[src/rtl/ddr_phy_pkg.sv]
// Shared constants and types for the DDR PHY read path.
package ddr_phy_pkg;

    localparam int NUM_PH  = 8;
    localparam int MAX_LAT = 64;
    localparam int LAT_W   = $clog2(MAX_LAT);
    // Furthest reach of the receiver-enable preamble/postamble, in phases.
    localparam int EXT     = 3;

    typedef logic [NUM_PH-1:0] ph_vec_t;
    typedef logic [LAT_W-1:0]  rd_lat_t;

    typedef enum logic {IDLE_LAT, PEND} lat_st_t;

endpackage

[src/rtl/ddr_ph_dly.sv]
// Phase-granular delay line: history of input vectors plus a latency-selected window.
module ddr_ph_dly #(
    parameter int NUM_PH  = ddr_phy_pkg::NUM_PH,
    parameter int MAX_LAT = ddr_phy_pkg::MAX_LAT,
    parameter int LAT_W   = $clog2(MAX_LAT),
    parameter int EXT     = ddr_phy_pkg::EXT
) (
    input  logic                    clk,
    input  logic                    rst,
    input  logic                    clr,
    input  logic [NUM_PH-1:0]       en,
    input  logic [LAT_W-1:0]        lat,
    output logic [NUM_PH+2*EXT-1:0] win,
    output logic                    in_flight
);

    localparam int DEPTH = (NUM_PH - 1 + MAX_LAT - 1 + 3 + NUM_PH - 1) / NUM_PH + 1;
    localparam int FW    = (DEPTH + 1) * NUM_PH;
    // Bit offset of the window's lowest phase when lat == 0.
    localparam int BASE  = (DEPTH - 1) * NUM_PH - EXT;

    // hist[DEPTH-1] is last cycle's input, hist[0] the oldest.
    logic [DEPTH-1:0][NUM_PH-1:0] hist;
    logic [FW-1:0]                flat;
    logic [FW-1:0]                shifted;

    always_ff @(posedge clk or posedge rst) begin
        if (rst)      hist <= '0;
        else if (clr) hist <= '0;
        else          hist <= {en, hist[DEPTH-1:1]};
    end

    // The current input joins the flat view so the window can look ahead
    // EXT phases past the slot being registered next.
    assign flat    = {en, hist};
    assign shifted = flat >> (BASE - int'(lat));
    assign win     = shifted[NUM_PH+2*EXT-1:0];

    // Anything at or above the next output slot has not been emitted yet.
    assign in_flight = |shifted[FW-1:EXT];

endmodule

[src/rtl/ddr_rdval_gen.sv]
// Read-valid generator: delays DFI rddata_en by a programmable phase latency and builds the receiver-enable window.
module ddr_rdval_gen #(
    parameter int NUM_PH  = ddr_phy_pkg::NUM_PH,
    parameter int MAX_LAT = ddr_phy_pkg::MAX_LAT,
    parameter int LAT_W   = $clog2(MAX_LAT),
    parameter int RST_LAT = 0
) (
    input  logic              i_clk,
    input  logic              i_rst,
    input  logic [NUM_PH-1:0] i_dfi_rddata_en,
    input  logic [LAT_W-1:0]  i_rd_lat,
    input  logic              i_rd_lat_upd,
    input  logic [1:0]        i_pre,
    input  logic [1:0]        i_post,
    output logic [NUM_PH-1:0] o_rd_vld,
    output logic [NUM_PH-1:0] o_rd_ie,
    output logic [LAT_W-1:0]  o_lat_active,
    output logic              o_lat_pend,
    output logic              o_busy
);

    import ddr_phy_pkg::*;

    logic [NUM_PH+2*EXT-1:0] win;
    logic [NUM_PH-1:0]       ie_nxt;
    logic                    in_flight;
    logic                    apply;
    logic [LAT_W-1:0]        pend_lat;
    lat_st_t                 state, state_nxt;

    // History is flushed on apply so already-emitted bits cannot reappear
    // under a different window position.
    ddr_ph_dly #(
        .NUM_PH (NUM_PH),
        .MAX_LAT(MAX_LAT),
        .LAT_W  (LAT_W),
        .EXT    (EXT)
    ) u_dly (
        .clk      (i_clk),
        .rst      (i_rst),
        .clr      (apply),
        .en       (i_dfi_rddata_en),
        .lat      (o_lat_active),
        .win      (win),
        .in_flight(in_flight)
    );

    // win[EXT+j] is phase j of the next output cycle; d>0 looks ahead (preamble).
    always_comb begin
        ie_nxt = '0;
        for (int j = 0; j < NUM_PH; j++)
            for (int d = -EXT; d <= EXT; d++)
                if (d >= -int'(i_post) && d <= int'(i_pre))
                    ie_nxt[j] = ie_nxt[j] | win[j+EXT+d];
    end

    always_ff @(posedge i_clk or posedge i_rst) begin
        if (i_rst) begin
            o_rd_vld <= '0;
            o_rd_ie  <= '0;
        end else begin
            o_rd_vld <= win[EXT +: NUM_PH];
            o_rd_ie  <= ie_nxt;
        end
    end

    assign o_busy     = in_flight | (|o_rd_ie);
    assign o_lat_pend = (state == PEND);
    assign apply      = o_lat_pend & ~o_busy & ~(|i_dfi_rddata_en);

    always_comb begin
        state_nxt = state;
        case (state)
            IDLE_LAT: if (i_rd_lat_upd) state_nxt = PEND;
            PEND:     if (apply && !i_rd_lat_upd) state_nxt = IDLE_LAT;
            default:  state_nxt = IDLE_LAT;
        endcase
    end

    always_ff @(posedge i_clk or posedge i_rst) begin
        if (i_rst) begin
            state        <= IDLE_LAT;
            pend_lat     <= '0;
            o_lat_active <= LAT_W'(RST_LAT);
        end else begin
            state <= state_nxt;
            // An update landing in the apply cycle stays pending; the old value applies.
            if (i_rd_lat_upd) pend_lat     <= i_rd_lat;
            if (apply)        o_lat_active <= pend_lat;
        end
    end

endmodule

[config.mk]
export PLATFORM = sky130hd
export DESIGN_NAME = ddr_rdval_gen
export DESIGN_NICKNAME = d
export VERILOG_FILES = /design/src/rtl/ddr_phy_pkg.sv /design/src/rtl/ddr_ph_dly.sv /design/src/rtl/ddr_rdval_gen.sv
export SDC_FILE = /design/constraint.sdc
export NUM_CORES = 1
export LEC_CHECK = 0
export BUFFER_PORTS_ARGS = -buffer_cell sky130_fd_sc_hd__buf_2
export CORE_UTILIZATION = 35
export DETAILED_ROUTE_END_ITERATION = 16
export PLACE_DENSITY = 0.52
export SETUP_SLACK_MARGIN = 0.2
export SYNTH_ARGS = -nofsm -noshare
export SYNTH_HDL_FRONTEND = slang
export SYNTH_SLANG_ARGS = --single-unit
[constraint.sdc]
create_clock -name i_clk -period 5 [get_ports i_clk]
set_input_delay 0.5 -clock i_clk [delete_from_list [all_inputs] [get_ports i_clk]]
set_output_delay 0.5 -clock i_clk [all_outputs]
set_load 0.05 [all_outputs]
# After elaboration in Yosys (flattened, before gate mapping)
# Index checks and enable logic that the tools add are counted.
# totals
regBits	117
inputBits	21
output_inout_bits	24
elab_cells	151
# classes
addsub	2
magnitude_cmp	10
shift	1
muxes	60
n_bitwise	54
reduce_logical	8
# ops
op	n
$ge 3x32->1 const A	3
$shr 96x32->96	1
$reduce_or 93->1	1
$mux 88	1
$ge 1x32->1 const A	2
$ge 2x32->1 const A	2
$mux 1	58
$or 1x1->1	49
$neg 2->32	1
$reduce_or 8->1	2
$sub 7x6->8 const A	1
$le 2x2->1 const A	2
$logic_and 1x1->1	4
$not 1->1	3
$and 1x1->1	2
$le 1x2->1 const A	1
$pmux 1 s2	1
$logic_not 1->1	1

# Longest topological paths before layout
# Gate-level depths: netlist of run 1.
# logic_depth
ltp_word	15
depth_mapped	18
mapped_depth_nobuf	11

# Cells and area by module
# From an unflattened synthesis of run 1, not the netlist that was laid out.
# unflattened
cells_unflattened	1079
hier_area_um2	11065.6
# modules_own_cells
module	instances	cells_each	area_each_um2	seq_area_each_um2
ddr_ph_dly	1	968	9769.4	2202.1
ddr_rdval_gen	1	111	1296.2	725.7

# Worst setup path before layout of run 1
# No wires, ideal clock.
# synth_timing
path_kind	flip-flop to output port
startpoint	register o_lat_active[1]
endpoint	output o_busy
arrival_ps	4364
required_ps	4500
slack_ps	136
path_stages_with_launch	14
path_buffers	4
path_cell_list	dfrtp_1 -> buf_2 -> buf_2 -> buf_4 -> buf_2 -> mux4_2 -> or2_2 -> a21boi_0 -> a2bb2oi_1 -> a211o_1 -> or3_1 -> a2111oi_0 -> nand4_1 -> or3_1
# synth_via
elab_chain_cells	4
# synth_rtl
item	line_no	source
start, declared	ddr_rdval_gen.sv:17	output logic [LAT_W-1:0] o_lat_active,
start signal, assigned	ddr_rdval_gen.sv:84	o_lat_active <= LAT_W'(RST_LAT);
start signal, assigned	ddr_rdval_gen.sv:89	if (apply) o_lat_active <= pend_lat;
$sub 7x6->8	ddr_ph_dly.sv:36	assign shifted = flat >> (BASE - int'(lat));
$shr 96x32->96	ddr_ph_dly.sv:36	
$reduce_or 93->1	ddr_ph_dly.sv:40	assign in_flight = |shifted[FW-1:EXT];
$or 1x1->1	ddr_rdval_gen.sv:67	assign o_busy = in_flight | (|o_rd_ie);
end, declared	ddr_rdval_gen.sv:19	output logic o_busy
# No other way between the ends.

# Final worst setup path of run 1
# Same ends and word-level chain as after synthesis.

==> metrics.txt, run 1 <==
# TYPE chip_impl_metric gauge
chip_impl_info{name="root_buffer",value="sky130_fd_sc_hd__clkbuf_16"} 1
chip_impl_info{name="synthDominantAreaCellType",value="sky130_fd_sc_hd__dfrtp_1"} 1
chip_impl_info{name="synthFlopType",value="sky130_fd_sc_hd__dfrtp_1"} 1
chip_impl_metric{name="power.share.switching",unit="%"} 29.18
chip_impl_metric{name="critPathRequiredTime",unit="ns"} 4.50
chip_impl_metric{name="irDropWorstVdd",unit="V"} 0.0001607
chip_impl_metric{name="ports_placed_on_the_boundary",unit=""} 45
chip_impl_info{name="post-synth-top-count-cell",value="sky130_fd_sc_hd__mux2i_1"} 1
chip_impl_metric{name="gp_routability_congestion",unit=""} 0.9912
chip_impl_metric{name="place.detailed.instances",unit=""} 1608
chip_impl_metric{name="placement.io_buffers",unit=""} 44
chip_impl_metric{name="cts-htree-levels",unit=""} 4
chip_impl_metric{name="synth.distinct_cells",unit=""} 72
chip_impl_metric{name="slew_headroom",unit="%"} 33.55
chip_impl_metric{name="die_w",unit="um"} 183.9
chip_impl_metric{name="synth-seq-cells",unit=""} 117
chip_impl_info{name="netlist_top_cells_area",value="sky130_fd_sc_hd__dfrtp_1 25%, sky130_fd_sc_hd__mux4_2 18%, sky130_fd_sc_hd__mux2i_1 11%, sky130_fd_sc_hd__mux2_2 9.1%, sky130_fd_sc_hd__nor2b_1 4.6%"} 1
chip_impl_metric{name="floorplan.initialDensity",unit="%"} 35.59
chip_impl_metric{name="clk_pwr_share",unit="%"} 45.6
chip_impl_metric{name="setup_viol",unit=""} 0
chip_impl_metric{name="layout-area-overhead-vs-synth",unit="%"} 20.93
chip_impl_metric{name="leakage",unit="uW"} 0.005170
chip_impl_metric{name="first_pass_grt_wire_length",unit="um"} 64650
chip_impl_metric{name="final-max-slew-violation-count",unit=""} 0
chip_impl_info{name="tritoncts",value="built"} 1
chip_impl_info{name="synth_common_cells",value="128 x sky130_fd_sc_hd__mux2i_1, 117 x sky130_fd_sc_hd__dfrtp_1, 94 x sky130_fd_sc_hd__mux2_2, 94 x sky130_fd_sc_hd__mux4_2, 86 x sky130_fd_sc_hd__nor2b_1"} 1
chip_impl_metric{name="detail_route.vias_per_cell",unit=""} 6.298
chip_impl_info{name="critical_path_sink_type",value="output port"} 1
chip_impl_metric{name="later_pin_clock_latency_in_the_skew_report",unit="ns"} 0.44
chip_impl_metric{name="dr.pass1.iters",unit=""} 8
chip_impl_metric{name="timing.final.crit_share",unit="%"} 95.70
chip_impl_info{name="grt_setup_unrepaired",value="true"} 1
chip_impl_metric{name="syn-mean-instance-area",unit="sq um"} 10.03
chip_impl_metric{name="period_minus_slack",unit="ns"} 4.785
chip_impl_metric{name="total_switching_power",unit="uW"} 796.1
chip_impl_metric{name="timing_worst_slew_pin_value",unit="ns"} 0.9897
chip_impl_metric{name="cts.clk_slew.worst_paths",unit="ns"} 0.06
chip_impl_metric{name="grt_use_total",unit="%"} 25.35
chip_impl_info{name="crit_type",value="reg2out"} 1
chip_impl_metric{name="synth.yosys.warnings",unit=""} 0
chip_impl_metric{name="synthDominantCellAreaShare",unit="%"} 25.28
chip_impl_metric{name="antenna_cells_inserted",unit=""} 0
chip_impl_metric{name="slowest_delay",unit="ns"} 0.63
chip_impl_metric{name="drive_gt1_share",unit="%"} 34.76
chip_impl_metric{name="worst-path-buf-inv",unit=""} 2
chip_impl_info{name="path_delay_family",value="multiplexers"} 1
chip_impl_metric{name="synth-edff-count",unit=""} 0
chip_impl_metric{name="die_area",unit="sq um"} 33820
chip_impl_metric{name="syn-cell-area",unit="sq um"} 11580
chip_impl_metric{name="antenna_found_initial",unit=""} 0
chip_impl_metric{name="route.detailed.drc",unit=""} 0
chip_impl_metric{name="pin_count_of_the_biggest_net_entering_global_routing",unit=""} 68
chip_impl_metric{name="num-fill-cells",unit=""} 3180
chip_impl_metric{name="sequential_cell_area_fraction_in_the_yosys_report",unit="%"} 25.28
chip_impl_metric{name="core_area",unit="sq um"} 32540
chip_impl_metric{name="tritoncts_num_sinks",unit=""} 117
chip_impl_metric{name="fmax",unit="GHz"} 0.2090
chip_impl_info{name="run_status",value="finished clean"} 1
chip_impl_metric{name="fin_tns_setup",unit="ns"} 0
chip_impl_metric{name="power.share.sequential",unit="%"} 38.5
chip_impl_metric{name="dp_hpwl",unit="um"} 30340
chip_impl_metric{name="asyncSetResetFlopFracSynth",unit="%"} 100.0
chip_impl_metric{name="internal-power",unit="uW"} 1932
chip_impl_metric{name="arrival",unit="ns"} 4.28
chip_impl_metric{name="route.final.wire_length",unit="um"} 42160
chip_impl_metric{name="power.share.combinational",unit="%"} 16.0
chip_impl_metric{name="die_height",unit="um"} 183.9
chip_impl_metric{name="wl_per_cell",unit="um"} 25.16
chip_impl_info{name="crit_path_top_delay_cell",value="sky130_fd_sc_hd__mux4_2"} 1
chip_impl_metric{name="netlist_instances",unit=""} 1154
chip_impl_info{name="critical_path.startpoint_type",value="flop"} 1
chip_impl_metric{name="maxCapViolations",unit=""} 0
chip_impl_info{name="hp-class",value="in2async"} 1
chip_impl_metric{name="hold_viol",unit=""} 0
chip_impl_metric{name="powerDensity",unit="nW/um^2"} 194.8
chip_impl_metric{name="instances_no_fill",unit=""} 1676
chip_impl_metric{name="grt_overflow_total",unit=""} 0
chip_impl_metric{name="final_nets",unit=""} 1243
chip_impl_metric{name="via_count",unit=""} 10560
chip_impl_info{name="crit_path_cell_trace",value="ha_4, xor2_4, mux4_2, mux4_2, a211o_1, or3_4, a2111oi_4, buf_4, nand4_1, or3_4, buf_8"} 1
chip_impl_metric{name="worst_clock_skew",unit="ns"} 0.01531
chip_impl_metric{name="floorplan.rows",unit=""} 66
chip_impl_metric{name="grt_pass1_vias",unit=""} 10330
chip_impl_metric{name="dr.first_iter.drc_count",unit=""} 1184
chip_impl_metric{name="cts_inserted_buffers",unit=""} 17
chip_impl_metric{name="post_cts_hold_buffer_count",unit=""} 0
chip_impl_metric{name="worstPathMaxFanout",unit=""} 5
chip_impl_metric{name="antenna_violating_nets_post_route",unit=""} 0
chip_impl_metric{name="clock_tree.buffer_depth",unit=""} 2
chip_impl_metric{name="synthesis.nets",unit=""} 1176
## placed cells by master (no fill, tap or decap), types with 12 or more instances in the layout
cell,n
sky130_fd_sc_hd__clkbuf_16,17
sky130_fd_sc_hd__mux2i_1,124
sky130_fd_sc_hd__mux2_2,94
sky130_fd_sc_hd__o21ai_0,24
sky130_fd_sc_hd__a211oi_1,12
sky130_fd_sc_hd__nor3_1,27
sky130_fd_sc_hd__buf_2,43
sky130_fd_sc_hd__mux4_2,94
sky130_fd_sc_hd__nor2_1,58
sky130_fd_sc_hd__a21o_1,14
sky130_fd_sc_hd__buf_4,87
sky130_fd_sc_hd__buf_12,14
sky130_fd_sc_hd__nor2b_1,86
sky130_fd_sc_hd__nand3_1,44
sky130_fd_sc_hd__a21oi_1,35
sky130_fd_sc_hd__o22ai_1,13
sky130_fd_sc_hd__dfrtp_1,115
sky130_fd_sc_hd__nand2_1,76
sky130_fd_sc_hd__o211ai_1,16
## kinds of logic (layout without fill, tap and decap cells)
family / count (synthesis) / after routing / share of synthesized area, %
adders and majority gates: 1 / 1 / 0.1080
AOI/OAI and AO/OA: 210 / 210 / 13.05
DFF: 117 / 117 / 25.28
buffers and inverters: 125 / 205 / 4.938
and+or+nand+nor: 374 / 374 / 17.04
xor gates and xnor gates: 5 / 5 / 0.5080
muxes: 322 / 322 / 39.07
## metal layers
metal	vias to the layer above	track usage [%]	part of all wire, %
li1	4599	-	-
met1	5319	35.18	43
met2	550	39.65	46
met3	88	4.219	7.7
met4	0	9.067	3.0
met5	-	0	0
## sequential cells by signal (all words and copies together) (netlist names)
name          count
o_rd_ie           8
u_dly.flat       88
o_rd_vld          8
o_lat_active      6
o_lat_pend        1
pend_lat          6
## path summary, 6_finish.rpt
kind                                              from                     endpoint  slack, ns  cells past startpoint
min                                              i_rst     u_dly.flat[41]$_DFF_PP0_       0.25                      3
min in group i_clk                  i_dfi_rddata_en[3]     u_dly.flat[83]$_DFF_PP0_       0.27                      1
max in group asynchronous                        i_rst  o_lat_active[1]$_DFFE_PP0P_       4.00                      3
min reg2reg                    pend_lat[4]$_DFFE_PP0P_  o_lat_active[4]$_DFFE_PP0P_       0.49                      1
max                        o_lat_active[1]$_DFFE_PP0P_                       o_busy       0.22                     11
max reg2reg                o_lat_active[1]$_DFFE_PP0P_  o_lat_active[4]$_DFFE_PP0P_       0.37                     15
## timing repair
item / 4_1_cts / 5_1_grt
pin swaps: 11 / 5
setup buffers: 18 / 11
setup endpoints to repair: 2 / 84
resized for setup: 39 / 16
gates cloned: 7 / 0
## metrics by stage
| step | setup WS [ns] | hold slack, ns | utilization [%] | area, sq um | total power [uW] |
|---|---|---|---|---|---|
| final | 0.2151 | 0.2544 | 43.04 | 14000 | 2728 |
| after global routing | 0.07956 | 0.2643 | 43.04 | 14000 | 2825 |
| after CTS | 0.2067 | 0.2544 | 42.57 | 13850 | 2734 |
| after detailed placement | 0.2280 | 0.4820 | 38.95 | 12670 | 1478 |
| after global placement | 0.1698 | 0.4806 | 38.95 | 12670 | 1479 |
| after floorplan | 0.2166 | 0.4601 | - | 11580 | 1325 |
## worst min-delay path: stages
cell	delay [ns]
sky130_fd_sc_hd__buf_2	0.11
sky130_fd_sc_hd__inv_4	0.05
sky130_fd_sc_hd__buf_4	0.48
## area by class of cell
type	count	area, sq um	area share [%]
Tap cell	442	553.0	3.949
Inverter	11	45.04	0.3217
Multi-Input combinational cell	912	8308	59.33
Timing Repair Buffer	162	1573	11.23
Clock buffer	19	442.9	3.163
Sequential cell	117	2933	20.94
Clock inverter	13	148.9	1.063
## power groups by stage
stage	Combinational, uW	Sequential (uW)	Clock (uW)
2_1_floorplan	261	1060	0
3_3_place_gp	414	1070	0
3_5_place_dp	413	1070	0
4_1_cts	423	1050	1260
5_1_grt	462	1060	1310
6_report	435	1050	1240
Note: power is estimated with default switching activity, not from simulation.
==> inputs of run 2 (changes only) <==
--- a/constraint.sdc
+++ b/constraint.sdc
@@ -3,2 +3,2 @@
 set_output_delay 0.5 -clock i_clk [all_outputs]
-set_load 0.05 [all_outputs]
+set_load 0.005 [all_outputs]
==> run 2 against run 1 <==
  * Core utilization decreased by 0.72 points
  * Maximum frequency shrank 1.5%
  * Global-route usage fell by 0.63 points
  * Largest power group unchanged
==> metrics.txt, run 2 (same netlist as run 1, synthesis figures left out) <==
# TYPE chip_impl_metric gauge
chip_impl_metric{name="floorplan.initialDensity",unit="%"} 35.59
chip_impl_metric{name="floorplan.rows",unit=""} 66
chip_impl_info{name="crit_type",value="reg2out"} 1
chip_impl_info{name="tritoncts",value="built"} 1
chip_impl_metric{name="cts_inserted_buffers",unit=""} 17
chip_impl_metric{name="setup_slack",unit="ns"} 0.1438
chip_impl_metric{name="route.final.wire_length",unit="um"} 41610
chip_impl_metric{name="die_area",unit="sq um"} 33820
chip_impl_metric{name="dr.pass1.iters",unit=""} 7
chip_impl_info{name="critical_path_sink_type",value="output port"} 1
chip_impl_metric{name="powerDensity",unit="nW/um^2"} 207.5
chip_impl_metric{name="pin_count_of_the_biggest_net_entering_global_routing",unit=""} 73
chip_impl_metric{name="antenna_found_initial",unit=""} 0
chip_impl_metric{name="dr.first_iter.drc_count",unit=""} 1240
chip_impl_metric{name="die_w",unit="um"} 183.9
chip_impl_metric{name="period_minus_slack",unit="ns"} 4.856
chip_impl_metric{name="layout-area-overhead-vs-synth",unit="%"} 18.91
chip_impl_info{name="mostFrequentLayoutCell",value="sky130_fd_sc_hd__mux2i_1"} 1
chip_impl_metric{name="core_area",unit="sq um"} 32540
chip_impl_metric{name="irDropWorstVdd",unit="V"} 0.0001975
chip_impl_metric{name="antenna_violating_nets_post_route",unit=""} 0
chip_impl_metric{name="gp_routability_congestion",unit=""} 1.056
chip_impl_info{name="run_status",value="finished clean"} 1
chip_impl_metric{name="timing.final.crit_share",unit="%"} 97.12
chip_impl_metric{name="cts.clk_slew.worst_paths",unit="ns"} 0.06
chip_impl_info{name="hp-class",value="in2reg"} 1
chip_impl_metric{name="final-max-slew-violation-count",unit=""} 0
chip_impl_metric{name="route.detailed.drc",unit=""} 0
chip_impl_metric{name="num-fill-cells",unit=""} 3165
chip_impl_metric{name="grt_overflow_total",unit=""} 0
chip_impl_metric{name="later_pin_clock_latency_in_the_skew_report",unit="ns"} 0.44
chip_impl_metric{name="placement.io_buffers",unit=""} 44
chip_impl_metric{name="tritoncts_num_sinks",unit=""} 117
chip_impl_metric{name="met1_usage",unit="%"} 34.69
chip_impl_metric{name="cts-htree-levels",unit=""} 4
chip_impl_metric{name="dp_hpwl",unit="um"} 30230
chip_impl_metric{name="met2_usage_in_global_routing",unit="%"} 38.47
chip_impl_info{name="critical_path.startpoint_type",value="flop"} 1
chip_impl_metric{name="largest_register_ffs",unit=""} 88
chip_impl_metric{name="critPathRequiredTime",unit="ns"} 4.50
chip_impl_metric{name="clock_tree.buffer_depth",unit=""} 2
chip_impl_metric{name="grt_use_total",unit="%"} 24.73
chip_impl_metric{name="preCtsSetupSlack",unit="ns"} 0.1394
chip_impl_metric{name="grt_pass1_vias",unit=""} 9925
chip_impl_metric{name="fmax",unit="GHz"} 0.2059
chip_impl_metric{name="first_pass_grt_wire_length",unit="um"} 63070
chip_impl_metric{name="antenna_cells_inserted",unit=""} 0
chip_impl_metric{name="wl_per_cell",unit="um"} 25.26
chip_impl_metric{name="drive_gt1_share",unit="%"} 32.45
chip_impl_metric{name="maxCapViolations",unit=""} 0
chip_impl_info{name="grt_setup_unrepaired",value="true"} 1
chip_impl_info{name="global_routing_s_busiest_layer",value="met2"} 1
chip_impl_metric{name="slew_headroom",unit="%"} 30.60
chip_impl_info{name="root_buffer",value="sky130_fd_sc_hd__clkbuf_16"} 1
chip_impl_metric{name="timing_worst_slew_pin_value",unit="ns"} 1.030
chip_impl_metric{name="leakage",unit="uW"} 0.005056
chip_impl_metric{name="fin_tns_setup",unit="ns"} 0
chip_impl_metric{name="arrival",unit="ns"} 4.36
chip_impl_metric{name="detail_route.vias_per_cell",unit=""} 6.319
chip_impl_metric{name="grtUsageMet3",unit="%"} 4.160
chip_impl_metric{name="via_count",unit=""} 10410
chip_impl_metric{name="worst_clock_skew",unit="ns"} 0.01156
chip_impl_metric{name="die_height",unit="um"} 183.9
chip_impl_metric{name="hold_viol",unit=""} 0
chip_impl_metric{name="ports_placed_on_the_boundary",unit=""} 45
chip_impl_info{name="layout.cells.most_common_list",value="125 x sky130_fd_sc_hd__mux2i_1, 114 x sky130_fd_sc_hd__dfrtp_1, 94 x sky130_fd_sc_hd__mux4_2, 92 x sky130_fd_sc_hd__mux2_2, 86 x sky130_fd_sc_hd__nor2b_1"} 1
chip_impl_metric{name="final_nets",unit=""} 1214
chip_impl_metric{name="setup_viol",unit=""} 0
chip_impl_metric{name="worstPathMaxFanout",unit=""} 6
run 2: worst paths after layout:
path | start | endpoint | slack, ns | depth (start not counted)
min in group asynchronous | i_rst | u_dly.flat[34]$_DFF_PP0_ | 0.49 | 3
hold reg to reg | pend_lat[2]$_DFFE_PP0P_ | o_lat_active[2]$_DFFE_PP0P_ | 0.51 | 1
max in group asynchronous | i_rst | o_lat_active[1]$_DFFE_PP0P_ | 3.46 | 4
setup reg to reg | o_lat_active[1]$_DFFE_PP0P_ | o_lat_active[1]$_DFFE_PP0P_ | 0.23 | 18
setup / recovery | o_lat_active[1]$_DFFE_PP0P_ | o_busy | 0.14 | 13
hold / removal | i_dfi_rddata_en[3] | u_dly.flat[83]$_DFF_PP0_ | 0.26 | 1
run 2: routing by layer:
layer	wire [um]	share of wire (%)
met1	18680	45
met5	0	0
met4	999	2.4
met3	2842	6.8
met2	19090	46
run 2: final cells by class:
| type | instances | area (sq um) | share of cell area (%) |
|---|---|---|---|
| clock buffers | 24 | 491.7 | 3.571 |
| inverters | 11 | 45.04 | 0.3271 |
| multi-input cells | 912 | 8279 | 60.13 |
| flip-flops and latches | 117 | 2934 | 21.31 |
| well taps | 442 | 553.0 | 4.016 |
| clock inverters | 8 | 168.9 | 1.227 |
| repair buffers | 133 | 1297 | 9.423 |
run 2: worst max-delay path, cell delays in order (launching register included):
cell and delay (ns):
sky130_fd_sc_hd__dfrtp_4 0.54, sky130_fd_sc_hd__ha_4 0.22, sky130_fd_sc_hd__xor2_4 0.31, sky130_fd_sc_hd__buf_12 0.19, sky130_fd_sc_hd__buf_6 0.10, sky130_fd_sc_hd__mux4_2 0.54, sky130_fd_sc_hd__mux2i_1 0.20, sky130_fd_sc_hd__a211oi_2 0.11
sky130_fd_sc_hd__a211o_1 0.30, sky130_fd_sc_hd__or3_4 0.40, sky130_fd_sc_hd__a2111oi_4 0.36, sky130_fd_sc_hd__nand4_1 0.15, sky130_fd_sc_hd__or3_1 0.36, sky130_fd_sc_hd__buf_2 0.14
run 2: repair_timing:
item | in CTS | in global routing
endpoints found under the hold margin | 6 | 0
resized for setup | 27 | 21
hold buffers | 1 | 0
pin swaps | 8 | 3
cloned | 4 | 3
setup buffers | 12 | 8
setup endpoints to repair | 75 | 85
run 2: metrics by stage:
| step | instances | cell area (sq um) | utilization (%) | power, uW | hold WS (ns) |
|---|---|---|---|---|---|
| global placement | 1587 | 12480 | 38.35 | 1449 | 0.3990 |
| global route | 1647 | 13770 | 42.32 | 2957 | 0.2517 |
| floorplan | 1154 | 11580 | - | 1304 | 0.4602 |
| CTS | 1636 | 13520 | 41.56 | 2865 | 0.2529 |
| detailed placement | 1587 | 12480 | 38.35 | 1449 | 0.4018 |
| finish | 1647 | 13770 | 42.32 | 2857 | 0.2639 |
run 2: report_power, final:
group | internal, uW | switching, uW | leakage, uW
Sequential | 995 | 53.9 | 0.00135
Combinational | 181 | 225 | 0.00338
Clock | 936 | 467 | 0.000324
Total | 2110 | 745 | 0.00506
